<file path="config.mk">
export PLATFORM = sky130hd
export DESIGN_NAME = seg_scan_ctrl
export DESIGN_NICKNAME = d
export VERILOG_FILES = /design/src/rtl/seg_pkg.sv /design/src/rtl/seg_dwell_timer.sv /design/src/rtl/seg_scan_ctrl.sv
export SDC_FILE = /design/constraint.sdc
export NUM_CORES = 1
export LEC_CHECK = 0
export ABC_CLOCK_PERIOD_IN_PS = 3250
export CAP_MARGIN = 10
export CORE_MARGIN = 3
export CORE_UTILIZATION = 46
export DETAILED_ROUTE_END_ITERATION = 6
export GPL_TIMING_DRIVEN = 0
export PLACE_DENSITY = 0.74
export SLEW_MARGIN = 5
export SYNTH_ARGS = -nofsm -noshare
export SYNTH_HDL_FRONTEND = slang
export SYNTH_HIERARCHICAL = 1
export SYNTH_SLANG_ARGS = --single-unit
</file>
<file path="constraint.sdc">
create_clock -name clk -period 3.25 [get_ports clk]
set_input_delay 0.8125 -clock clk [delete_from_list [all_inputs] [get_ports clk]]
set_output_delay 0.8125 -clock clk [all_outputs]
set_load 0.05 [all_outputs]
</file>
<file path="src/rtl/seg_pkg.sv">
// seg_pkg: shared definitions for the 7-segment scan controller.
//   SEG_BLANK_CODE : decoder code that turns every segment off.
//   scan_state_e   : scan FSM states (all digits dark / one digit lit).
//   digit_code()   : per-digit decoder code with force-blank and
//                    leading-zero suppression applied.
package seg_pkg;

   localparam logic [4:0] SEG_BLANK_CODE = 5'h10;

   typedef enum logic {
      SCAN_BLANK = 1'b0,
      SCAN_SHOW  = 1'b1
   } scan_state_e;

   // upper_clear: every more significant digit is zero or force-blanked.
   // is_lsd: this is digit 0, which always shows its value.
   function automatic logic [4:0] digit_code(input logic [3:0] nib,
                                             input logic       blank,
                                             input logic       upper_clear,
                                             input logic       lzs_en,
                                             input logic       is_lsd);
      logic suppress;
      suppress = lzs_en && !is_lsd && (nib == 4'h0) && upper_clear;
      if (blank || suppress) return SEG_BLANK_CODE;
      return {1'b0, nib};
   endfunction

endpackage

</file>
<file path="src/rtl/seg_dwell_timer.sv">
// seg_dwell_timer: loadable down-counter timing the length of each scan state.
//   clk, rst_n : clock, asynchronous active-low reset.
//   load_i     : (cycles - 2) for the current state, sampled on its first cycle.
//   single_i   : the current state lasts exactly one cycle.
//   first_o    : this is the first cycle of the current state.
//   done_o     : this is the last cycle of the current state.
// The count is 0 on the first cycle of every state; the reload happens on
// that first cycle, so a state of N cycles ends when the count reaches 0 again.
module seg_dwell_timer #(
   parameter int W = 16
) (
   input  logic         clk,
   input  logic         rst_n,
   input  logic [W-1:0] load_i,
   input  logic         single_i,
   output logic         first_o,
   output logic         done_o
);

   logic [W-1:0] cnt_q, cnt_d;
   logic         first_q, first_d;

   assign first_o = first_q;
   assign done_o  = first_q ? single_i : (cnt_q == '0);

   always_comb begin
      cnt_d   = cnt_q;
      first_d = done_o;
      if (done_o) begin
         cnt_d = '0;
      end else if (first_q) begin
         cnt_d = load_i;
      end else if (cnt_q != '0) begin
         cnt_d = cnt_q - W'(1);
      end
   end

   always_ff @(posedge clk or negedge rst_n) begin
      if (!rst_n) begin
         cnt_q   <= '0;
         first_q <= 1'b1;
      end else begin
         cnt_q   <= cnt_d;
         first_q <= first_d;
      end
   end

endmodule

</file>
<file path="src/rtl/seg_scan_ctrl.sv">
// seg_scan_ctrl: time-multiplexed scan controller for a common-anode
// multi-digit 7-segment display sharing one registered hex decoder.
//   clk, rst_n  : clock, asynchronous active-low reset.
//   upd_valid   : whole-display update request.
//   upd_ready   : no update is pending; a new one can be accepted.
//   upd_data    : nibble i (bits 4i+3:4i) is the hex value of digit i.
//   upd_dp      : decimal point per digit, 1 = lit.
//   upd_blank   : force digit blank, 1 = blank.
//   num         : registered code to the shared decoder, 5'h10 = blank.
//   dig_n       : active-low digit enables.
//   dp_n        : active-low decimal point.
//   frame_tick  : one-cycle pulse on the last cycle of each scan frame.
module seg_scan_ctrl
   import seg_pkg::*;
#(
   parameter int DIGITS    = 8,
   parameter int DWELL_CYC = 50000,
   parameter int BLANK_CYC = 2,
   parameter int LZS       = 0
) (
   input  logic                  clk,
   input  logic                  rst_n,
   input  logic                  upd_valid,
   output logic                  upd_ready,
   input  logic [4*DIGITS-1:0]   upd_data,
   input  logic [DIGITS-1:0]     upd_dp,
   input  logic [DIGITS-1:0]     upd_blank,
   output logic [4:0]            num,
   output logic [DIGITS-1:0]     dig_n,
   output logic                  dp_n,
   output logic                  frame_tick
);

   // The decoder needs one BLANK cycle to register num and one more for its
   // own output register before a digit may be lit.
   if (BLANK_CYC < 2) begin : g_bad_blank
      $error("seg_scan_ctrl: BLANK_CYC must be >= 2");
   end
   if (DWELL_CYC < 1) begin : g_bad_dwell
      $error("seg_scan_ctrl: DWELL_CYC must be >= 1");
   end

   localparam int MAXC = (DWELL_CYC > BLANK_CYC) ? DWELL_CYC : BLANK_CYC;
   localparam int TW   = $clog2(MAXC);
   localparam int IW   = (DIGITS > 1) ? $clog2(DIGITS) : 1;
   localparam logic [TW-1:0] BLANK_LOAD = TW'(BLANK_CYC - 2);
   localparam logic [TW-1:0] DWELL_LOAD = (DWELL_CYC >= 2) ? TW'(DWELL_CYC - 2) : '0;

   scan_state_e             state_q, state_d;
   logic [IW-1:0]           idx_q, idx_d;
   logic [4:0]              num_q;
   logic [4*DIGITS-1:0]     act_data_q, pnd_data_q;
   logic [DIGITS-1:0]       act_dp_q, pnd_dp_q;
   logic [DIGITS-1:0]       act_blank_q, pnd_blank_q;
   logic                    pnd_q;

   logic [TW-1:0]           tmr_load;
   logic                    tmr_single, tmr_first, tmr_done;
   logic [4:0]              sel_code;
   logic [3:0]              nib;
   logic                    upper;

   assign tmr_load   = (state_q == SCAN_SHOW) ? DWELL_LOAD : BLANK_LOAD;
   assign tmr_single = (state_q == SCAN_SHOW) && (DWELL_CYC == 1);

   seg_dwell_timer #(.W(TW)) u_timer (
      .clk      (clk),
      .rst_n    (rst_n),
      .load_i   (tmr_load),
      .single_i (tmr_single),
      .first_o  (tmr_first),
      .done_o   (tmr_done)
   );

   assign num       = num_q;
   assign upd_ready = ~pnd_q;

   // Walk from the most significant digit down, carrying whether everything
   // above the current digit is zero or force-blanked.
   always_comb begin
      sel_code = SEG_BLANK_CODE;
      upper    = 1'b1;
      nib      = '0;
      for (int i = DIGITS - 1; i >= 0; i--) begin
         nib = act_data_q[4*i +: 4];
         if (IW'(i) == idx_q) begin
            sel_code = digit_code(nib, act_blank_q[i], upper, LZS != 0, i == 0);
         end
         upper = upper && (act_blank_q[i] || (nib == 4'h0));
      end
   end

   always_comb begin
      state_d    = state_q;
      idx_d      = idx_q;
      dig_n      = '1;
      dp_n       = 1'b1;
      frame_tick = 1'b0;
      case (state_q)
         SCAN_BLANK: begin
            if (tmr_done) state_d = SCAN_SHOW;
         end
         SCAN_SHOW: begin
            dig_n[idx_q] = 1'b0;
            dp_n         = ~act_dp_q[idx_q];
            if (tmr_done) begin
               state_d = SCAN_BLANK;
               if (idx_q == IW'(DIGITS - 1)) begin
                  idx_d      = '0;
                  frame_tick = 1'b1;
               end else begin
                  idx_d = idx_q + IW'(1);
               end
            end
         end
         default: state_d = SCAN_BLANK;
      endcase
   end

   always_ff @(posedge clk or negedge rst_n) begin
      if (!rst_n) begin
         state_q     <= SCAN_BLANK;
         idx_q       <= '0;
         num_q       <= SEG_BLANK_CODE;
         act_data_q  <= '0;
         act_dp_q    <= '0;
         act_blank_q <= '1;
         pnd_data_q  <= '0;
         pnd_dp_q    <= '0;
         pnd_blank_q <= '1;
         pnd_q       <= 1'b0;
      end else begin
         state_q <= state_d;
         idx_q   <= idx_d;
         // num changes only on the first BLANK cycle so the decoder output
         // has settled before the digit is lit and stays put while lit.
         if (state_q == SCAN_BLANK && tmr_first) num_q <= sel_code;
         // Frame boundary: swap in the pending update for a tear-free frame.
         if (frame_tick && pnd_q) begin
            act_data_q  <= pnd_data_q;
            act_dp_q    <= pnd_dp_q;
            act_blank_q <= pnd_blank_q;
            pnd_q       <= 1'b0;
         end
         // Acceptance needs pnd_q low, so it never collides with the swap.
         if (upd_valid && upd_ready) begin
            pnd_data_q  <= upd_data;
            pnd_dp_q    <= upd_dp;
            pnd_blank_q <= upd_blank;
            pnd_q       <= 1'b1;
         end
      end
   end

endmodule

</file>
==> results of run 1 <==
[power by group through the flow]
| stage | Combinational (µW) | Clock [µW] | Sequential, µW |
|---|---|---|---|
| after global placement | 173 | 0 | 1700 |
| final | 183 | 1860 | 1680 |
| after global routing | 203 | 1960 | 1690 |
| after detailed placement | 184 | 0 | 1700 |
| after floorplan | 80.4 | 0 | 1680 |
| after CTS | 186 | 1890 | 1670 |
[cells by family after synthesis]
family | Yosys count | synth area share
AOI/OAI and AO/OA | 74 | 0.0829
other | 1 | 0.000661
buffers and inverters | 33 | 0.0280
adders and majority gates | 9 | 0.0198
DFF | 123 | 0.546
and+or+nand+nor | 103 | 0.104
xor gates and xnor gates | 10 | 0.0154
muxes | 100 | 0.203
[cell usage after synthesis (3+ instances only)]
cell      instances
dfrtp_1         105
a211oi_1          7
xnor2_1           7
xor2_1            3
a311oi_1          4
nand2_1          22
ha_1              9
a22o_1            3
a22oi_1           5
nand3_1          10
o22ai_1           5
mux2_2           95
clkbuf_1          4
nor3_1            4
buf_2            13
and3b_1           6
a21oi_1          24
o21ai_0          13
a31oi_1           4
nor3b_1           5
dfstp_2          18
nand2b_1          8
inv_1            11
nor2b_1           6
nor2_1           26
[layout make-up]
cell class	count	area (µm²)
plain buffers	21	119
repair buffers	70	721
inverters	12	45.0
flip-flops and latches	123	3100
clock buffers	24	462
clock inverters	8	123
multi-input cells	307	2480
well taps	143	179
fillers	916	4490
[cell usage in the layout (no fill, tap or decap), types with 3 or more instances in the layout]
master | synthesis | final
a211oi_1 | 7 | 7
a21oi_1 | 24 | 24
a22o_1 | 3 | 3
a22oi_1 | 5 | 5
a311oi_1 | 4 | 4
a31oi_1 | 4 | 4
and3b_1 | 6 | 6
buf_2 | 13 | 14
buf_4 | 1 | 3
buf_6 | 2 | 4
bufinv_16 | 0 | 3
clkbuf_1 | 4 | 10
clkbuf_16 | 0 | 17
clkdlybuf4s50_1 | 0 | 56
clkinvlp_4 | 0 | 3
conb_1 | 1 | 11
dfrtp_1 | 105 | 105
dfstp_2 | 18 | 18
dlygate4sd2_1 | 0 | 4
dlymetal6s2s_1 | 0 | 3
ha_1 | 9 | 9
inv_1 | 11 | 11
mux2_2 | 95 | 95
nand2_1 | 22 | 22
nand2b_1 | 8 | 8
nand3_1 | 10 | 10
nor2_1 | 26 | 26
nor2b_1 | 6 | 6
nor3_1 | 4 | 4
nor3b_1 | 5 | 5
o21ai_0 | 13 | 13
o22ai_1 | 5 | 5
xnor2_1 | 7 | 7
xor2_1 | 3 | 3
[final timing paths]
| path | start | endpoint | slack (ns) | cells after the start |
|---|---|---|---|---|
| hold reg to reg | act_dp_q[1] | act_dp_q[1] | 0.50 | 1 |
| max in group asynchronous | rst_n | pnd_blank_q[3] | 2.16 | 2 |
| setup reg to reg | u_timer/cnt_q[4] | act_dp_q[6] | 0.70 | 10 |
| setup / recovery | idx_q[2] | dig_n[5] | 0.09 | 5 |
| hold / removal | rst_n | u_timer/cnt_q[10] | 0.33 | 1 |
| min in group clk | act_dp_q[1] | act_dp_q[1] | 0.50 | 1 |
[stage by stage]
step | hold slack (ns) | instance area, µm² | worst slack [ns] | utilization | instances
floorplan | 0.471 | 5710 | 0.321 | - | 463
CTS | 0.336 | 7170 | 0.00222 | 0.612 | 706
global route | 0.348 | 7230 | -0.0163 | 0.617 | 708
finish | 0.327 | 7230 | 0.0854 | 0.617 | 708
global placement | 0.486 | 6550 | -3.15 | 0.559 | 672
detailed placement | 0.492 | 6580 | -0.434 | 0.562 | 673
[what timing repair did]
| item | CTS | global route |
|---|---|---|
| buffers inserted | 1 | 2 |
| pin swaps | 2 | 1 |
| setup endpoints to repair | 8 | 4 |
| gates resized for setup | 16 | 9 |
[critical path, stage by stage (launching register included)]
cell and delay [ns]:
dfrtp_1 0.37, buf_2 0.21, buf_2 0.25, buf_2 0.27, nand3_1 0.11, clkdlybuf4s50_1 0.73
[flip-flops by register name, summed over array words and instances, names as in the netlist]
| signal | count |
|---|---|
| state_q | 1 |
| u_timer/first_o | 1 |
| act_data_q | 32 |
| pnd_data_q | 32 |
| pnd_blank_q | 8 |
| act_dp_q | 8 |
| pnd_q | 1 |
| pnd_dp_q | 8 |
| num | 5 |
| act_blank_q | 8 |
| idx_q | 3 |
| u_timer/cnt_q | 16 |
[layer usage]
layer	track usage	routed length (µm)	vias to the layer above	share of wire
li1	-	-	1824	-
met1	0.239	5240	1988	0.44
met4	0.0466	106	0	0.0089
met3	0.0581	507	8	0.042
met2	0.306	6110	94	0.51
met5	0	0	-	0
==> results_dict.tcl, run 1 <==
set metrics [dict create \
    p_total_uw 3720 \
    yosysWarnings 6 \
    synth_top_area_share 0.463 \
    vias 3914 \
    cts_root_buf "clkbuf_16" \
    timing_worst_slew_pin_value_ns 0.665 \
    vdd_drop_max_v 0.000335 \
    fp.dieArea_um2 13700 \
    clkPwrFrac 0.500 \
    syn_inst 453 \
    leakagePower_uw 0.00320 \
    gp_congestion 0.869 \
    switching_share 0.203 \
    p_int_uw 2960 \
    cts.clk_slew.worst_paths_ns 0.05 \
    post-route-drc-count 0 \
    io_pins 67 \
    min_period_ns 3.16 \
    core_region_area_um2 11700 \
    ys_seq_elements 123 \
    routedWlPerCell_um 16.9 \
    synth_edf_count 0 \
    setup-violations-final 0 \
    htreeDepth 4 \
    grt_start_max_net_pins 79 \
    die_y_um 117 \
    diodes 0 \
    cp.arrival_ns 2.35 \
    synth_area_um2 5670 \
    drt_iter0_markers 171 \
    seqPwrFrac 0.451 \
    dp_hpwl_um 8540 \
    grt_use_total 0.185 \
    initial_core_util 0.485 \
    die_x_um 117 \
    path_class "flip-flop to output pin" \
    hold_viol_final 0 \
    cts_sinks 123 \
    avgSynthCellArea_um2 12.5 \
    overflow 0 \
    clock_latency_ns 0.41 \
    grt_pass1_vias 4012 \
    antenna_found_initial 0 \
    critPathCaptureType "output pin" \
    row_count 39 \
    crit_fanout 10 \
    synthTopCellsByArea "dfrtp_1, mux2_2, dfstp_2" \
    final.setup_skew_ns 0.0128 \
    fin_crit_sh 0.974 \
    port_buffers 66 \
    startpoint_type "flip-flop" \
    max_slew_margin 0.556 \
    power_frac_comb 0.049 \
    wirelength_um 12000 \
    status "complete, no violations" \
    cts_tree "yes" \
    vias_per_cell 5.53 \
    nets 612 \
    syn2layout_area_growth_pct 27.3 \
    worstPathRequired_ns 2.44 \
    grt_pass1_wl_um 19600 \
    postRouteAntennaNets 0 \
    yosysSeqAreaShare 0.546 \
    synth.distinct_cells 56 \
    drive_gt1_frac 0.319 \
    async_reset_ff_frac 1.00 \
    cts_buffers 17 \
    drt_first_pass_iters 4 \
    switchingPower_uw 755 \
    fmax_mhz 316 \
    drv_slew 0 \
    synth_top_area_cell "dfrtp_1" \
    hold_class "input port to asynchronous set/reset pin" \
    cellPowerDensity_nw_per_um2 515 \
    max_cap_violations 0 \
    synth-main-ff-cell "dfrtp_1" \
    ctsHoldBuffers 0 \
    tns_ns 0 \
    cts_buffer_depth 2 \
]
(Power assumes the default switching activity.)
==> run 2: changes to the inputs <==
--- a/config.mk
+++ b/config.mk
@@ -8,10 +8,10 @@
 export ABC_CLOCK_PERIOD_IN_PS = 3250
 export CAP_MARGIN = 10
 export CORE_MARGIN = 3
-export CORE_UTILIZATION = 46
+export CORE_UTILIZATION = 40
 export DETAILED_ROUTE_END_ITERATION = 6
 export GPL_TIMING_DRIVEN = 0
-export PLACE_DENSITY = 0.74
+export PLACE_DENSITY = 0.66
 export SLEW_MARGIN = 5
 export SYNTH_ARGS = -nofsm -noshare
 export SYNTH_HDL_FRONTEND = slang
==> run 2 against run 1 <==
Net effect: power fell by 3.4%; highest routed layer unchanged; sequential power barely moved; cell count is 4.7% higher; combinational power about the same.
==> results_dict.tcl, run 2 (same netlist as run 1, synthesis figures left out) <==
set metrics [dict create \
    status "complete, no violations" \
    core_region_area_um2 13600 \
    clock_latency_ns 0.41 \
    fin_crit_sh 0.974 \
    cts.clk_slew.worst_paths_ns 0.05 \
    grt_pass1_vias 4033 \
    hold_class "input port to asynchronous set/reset pin" \
    fmax_mhz 316 \
    vdd_drop_max_v 0.000348 \
    worst_path_dominant_cell_family "simple AND/OR/NAND/NOR gates" \
    timing_worst_slew_pin_value_ns 0.640 \
    diodes 0 \
    leakagePower_uw 0.00320 \
    top_regs "act_data_q x32, pnd_data_q x32, u_timer/cnt_q x16" \
    setup-violations-final 0 \
    row_count 42 \
    io_pins 67 \
    path_buf_inv 2 \
    clkPwrFrac 0.483 \
    overflow 0 \
    port_buffers 66 \
    die_x_um 125 \
    ctsHoldBuffers 0 \
    postRouteAntennaNets 0 \
    path_class "flip-flop to output pin" \
    nets 612 \
    worstPathRequired_ns 2.44 \
    cts_buffers 17 \
    die_y_um 125 \
    fp.dieArea_um2 15700 \
    antenna_found_initial 0 \
    cts_buffer_depth 2 \
    vias 3865 \
    drive_gt1_frac 0.322 \
    syn2layout_area_growth_pct 27.5 \
    wirelength_um 12000 \
    drv_slew 0 \
    final_area_um2 7230 \
    grt_pass1_wl_um 20500 \
    crit_chain "or3_1 -> or2_4 -> nor3_4 -> a21o_1 -> buf_6 -> and3_4 -> buf_8" \
    drt_first_pass_iters 5 \
    dpl-instance-area_um2 6620 \
    cp_slowest_stage_delay_ns 0.42 \
    cts_sinks 123 \
    htreeDepth 4 \
    p_int_uw 2850 \
    routedWlPerCell_um 16.2 \
    switchingPower_uw 745 \
    gp_congestion 0.859 \
    seqPwrFrac 0.467 \
    crit_fanout 12 \
    max_cap_violations 0 \
    vias_per_cell 5.22 \
    startpoint_type "flip-flop" \
    layout_common_cells "dfrtp_1, mux2_2, clkdlybuf4s50_1, nor2_1, a21oi_1" \
    min_period_ns 3.17 \
    max_slew_margin 0.570 \
    grt_use_total 0.163 \
    switching_share 0.207 \
    cts_root_buf "clkbuf_16" \
    layout_commonest_cell "dfrtp_1" \
    final.setup_skew_ns 0.00695 \
    tns_ns 0 \
    initial_core_util 0.419 \
    cellPowerDensity_nw_per_um2 497 \
    grt_start_max_net_pins 65 \
    dp_hpwl_um 8590 \
    critPathCaptureType "output pin" \
    drt_iter0_markers 238 \
    power_frac_comb 0.051 \
    cp.arrival_ns 2.35 \
    cts_tree "yes" \
    cp_slowest_cell "or3_1" \
    hold_viol_final 0 \
    rsz0062_at_grt "no" \
    post-route-drc-count 0 \
]
run 2: worst paths after layout:
| path | startpoint | endpoint | slack, ns | cells past startpoint |
|---|---|---|---|---|
| max | u_timer/cnt_q[13] | frame_tick | 0.08 | 7 |
| min | rst_n | u_timer/cnt_q[5] | 0.36 | 1 |
| max reg2reg | u_timer/cnt_q[13] | act_dp_q[6] | 0.64 | 10 |
| min reg2reg | pnd_dp_q[3] | pnd_dp_q[3] | 0.50 | 1 |
| max in group asynchronous | rst_n | act_blank_q[1] | 2.16 | 2 |
| min in group clk | pnd_dp_q[3] | pnd_dp_q[3] | 0.50 | 1 |
run 2: final cells by class:
cell class / count / area (µm²)
flip-flops and latches: 123 / 3100
clock inverters: 7 / 66.3
plain buffers: 21 / 120
inverters: 12 / 45.0
well taps: 176 / 220
multi-input cells: 307 / 2480
fillers: 1150 / 6320
repair buffers: 70 / 718
clock buffers: 25 / 485
run 2: power groups by stage:
| stage | clock, µW | combinational [µW] | sequential (µW) |
|---|---|---|---|
| after detailed placement | 0 | 185 | 1700 |
| after global routing | 1850 | 203 | 1690 |
| after floorplan | 0 | 80.4 | 1680 |
| after global placement | 0 | 174 | 1700 |
| after CTS | 1770 | 186 | 1680 |
| final | 1730 | 182 | 1680 |
run 2: repair_timing:
action	in CTS	in global routing
gates resized for setup	23	7
pin swaps	2	1
setup endpoints to repair	9	4
buffers inserted	1	2
run 2: metal layers:
metal / vias up / wire, µm / GRT usage
li1: 1815 / - / -
met1: 1931 / 5520 / 0.217
met2: 102 / 5800 / 0.257
met3: 17 / 499 / 0.0418
met4: 0 / 182 / 0.0631
met5: - / 0 / 0
run 2: through the flow:
| stage | utilization | power, µW | std cells | worst slack (ns) | hold slack [ns] |
|---|---|---|---|---|---|
| after global placement | 0.486 | 1870 | 705 | -3.28 | 0.486 |
| final | 0.533 | 3590 | 741 | 0.0846 | 0.362 |
| after floorplan | - | 1760 | 463 | 0.321 | 0.471 |
| after CTS | 0.531 | 3640 | 739 | 0.00922 | 0.375 |
| after detailed placement | 0.488 | 1890 | 706 | -0.496 | 0.494 |
| after global routing | 0.533 | 3740 | 741 | 0.00300 | 0.393 |
==> run 3: changes to the inputs <==
--- a/config.mk
+++ b/config.mk
@@ -10,8 +10,7 @@
 export CORE_MARGIN = 3
 export CORE_UTILIZATION = 40
 export DETAILED_ROUTE_END_ITERATION = 6
-export GPL_TIMING_DRIVEN = 0
-export PLACE_DENSITY = 0.66
+export PLACE_DENSITY = 0.6
 export SLEW_MARGIN = 5
 export SYNTH_ARGS = -nofsm -noshare
 export SYNTH_HDL_FRONTEND = slang
==> run 3 against run 2 <==
Net effect: highest routed layer unchanged; largest cell class unchanged; die area stayed put; setup slack better by 0.074 ns; cell area is 0.45% higher; clock skew is 0.0052 ns higher; critical path depth is 1 lower; maximum frequency is 2.4% higher; register-to-register slack worse by 0.04 ns; first-iteration DRC count is 0.42% lower; non-clock buffer count is 15 lower; critical endpoint unchanged; wire length is 4.6% lower; sequential power hardly changed; largest power group unchanged.
==> results_dict.tcl, run 3 (same netlist as run 1, synthesis figures left out) <==
set metrics [dict create \
    status "complete, no violations" \
    drive_gt1_frac 0.315 \
    port_buffers 66 \
    top_regs "act_data_q x32, pnd_data_q x32, u_timer/cnt_q x16" \
    multi_input_area_um2 2470 \
    critPathCaptureType "output pin" \
    grt_pass1_wl_um 19400 \
    clkPwrFrac 0.532 \
    cts.clk_slew.worst_paths_ns 0.06 \
    cp.arrival_ns 2.28 \
    antenna_found_initial 0 \
    r2r_cells 10 \
    cp_slowest_stage_delay_ns 0.43 \
    fill_cells 1192 \
    nets 597 \
    post-place-ws_ns 0.413 \
    rsz0062_at_grt "no" \
    crit_chain "or3_1 -> or2_2 -> nor3_4 -> a21o_1 -> and3_1 -> buf_12" \
    max_slew_margin 0.473 \
    worst_path_dominant_cell_family "simple AND/OR/NAND/NOR gates" \
    seqPwrFrac 0.422 \
    drt_iter0_markers 237 \
    drt_first_pass_iters 4 \
    startpoint_type "flip-flop" \
    die_x_um 125 \
    layout_common_cells "dfrtp_1, mux2_2, clkdlybuf4s50_1, nor2_1, a21oi_1" \
    core_region_area_um2 13600 \
    whs_ns 0.344 \
    reg2reg_to "act_data_q[7]" \
    switchingPower_uw 771 \
    leakagePower_uw 0.00319 \
    path_class "flip-flop to output pin" \
    cts_buffers 17 \
    io_pins 67 \
    diodes 0 \
    final.setup_skew_ns 0.0122 \
    vias 3740 \
    power_frac_comb 0.045 \
    min_period_ns 3.09 \
    cp-endpoint "frame_tick" \
    crit_fanout 5 \
    layout_commonest_cell "dfrtp_1" \
    routedWlPerCell_um 15.8 \
    dp_hpwl_um 7820 \
    fin_crit_sh 0.951 \
    max_cap_violations 0 \
    hold_class "input port to asynchronous set/reset pin" \
    ctsHoldBuffers 0 \
    crit_cells 6 \
    switching_share 0.194 \
    path_buf_inv 1 \
    cts_sinks 123 \
    initial_core_util 0.419 \
    grt_use_total 0.152 \
    hold_viol_final 0 \
    cts_root_buf "clkbuf_16" \
    fp.dieArea_um2 15700 \
    cp_slowest_cell "dfrtp_1" \
    worstPathRequired_ns 2.44 \
    clock_latency_ns 0.41 \
    drv_slew 0 \
    cellPowerDensity_nw_per_um2 546 \
    wirelength_um 11400 \
    die_y_um 125 \
    gp_congestion 0.773 \
    fmax_mhz 323 \
    grt_pass1_vias 3938 \
    setup-violations-final 0 \
    vias_per_cell 5.15 \
    final_area_um2 7270 \
    p_int_uw 3190 \
    vdd_drop_max_v 0.000311 \
    setup_ws_ns 0.159 \
    row_count 42 \
    cp-startpoint "u_timer/cnt_q[12]" \
    p_total_uw 3960 \
    htreeDepth 4 \
    dpl-instance-area_um2 6560 \
    syn2layout_area_growth_pct 28.0 \
    rrSetupSlack_ns 0.60 \
    overflow 0 \
    rr_startpoint "u_timer/cnt_q[0]" \
    postRouteAntennaNets 0 \
    tns_ns 0 \
    post-route-drc-count 0 \
    cts_tree "yes" \
    grt_start_max_net_pins 91 \
    cts_buffer_depth 2 \
    timing_worst_slew_pin_value_ns 0.789 \
    register_area_um2 3100 \
]
run 3: power groups by stage:
stage          sequential, µW  combinational [µW]  clock [µW]
3_5_place_dp             1700                 183           0
5_1_grt                  1680                 201        2220
3_3_place_gp             1700                 177           0
6_report                 1670                 180        2110
2_1_floorplan            1680                80.4           0
4_1_cts                  1670                 184        2160
run 3: final cells by class:
cell class	instances	area share
Clock inverter	12	0.0301
Sequential cell	123	0.427
Tap cell	176	0.0303
Multi-Input combinational cell	307	0.340
Clock buffer	20	0.0615
Inverter	12	0.00620
Timing Repair Buffer	76	0.105
run 3: what timing repair did:
action / CTS / global route
pin swaps: 1 / 2
setup buffers: 0 / 4
gates resized for setup: 0 / 1
endpoints found under the hold margin: 0 / 0
endpoints found under the setup margin: 1 / 1
run 3: worst min path at each step:
| stage | start | endpoint | slack, ns | cells past startpoint |
|---|---|---|---|---|
| floorplan | act_data_q[20] | act_data_q[20] | 0.47 | 1 |
| detailed placement | pnd_data_q[4] | act_data_q[4] | 0.49 | 1 |
| global placement | act_dp_q[0] | act_dp_q[0] | 0.49 | 1 |
| global route | rst_n | pnd_dp_q[2] | 0.37 | 1 |
| CTS | rst_n | pnd_dp_q[3] | 0.35 | 1 |
| finish | rst_n | act_dp_q[6] | 0.34 | 1 |
run 3: metal layers:
metal / vias up / wire length [µm] / track usage
li1: 1792 / - / -
met1: 1866 / 5490 / 0.205
met2: 68 / 5380 / 0.237
met3: 14 / 407 / 0.0426
met4: 0 / 157 / 0.0529
met5: - / 0 / 0
run 3: metrics by stage:
stage | cells | util
after global routing | 726 | 0.536
after detailed placement | 690 | 0.484
after CTS | 722 | 0.533
after global placement | 690 | 0.484
after floorplan | 463 | -
final | 726 | 0.536
run 3: worst reg2reg max path: stages (launching register included):
cell and delay, ns:
dfrtp_1 0.37, inv_1 0.05, ha_1 0.21, and2b_2 0.23, nand4b_2 0.16, nor3_4 0.08, a21o_1 0.17, and3_1 0.23
nand2_2 0.08, buf_4 0.49, mux2_2 0.46
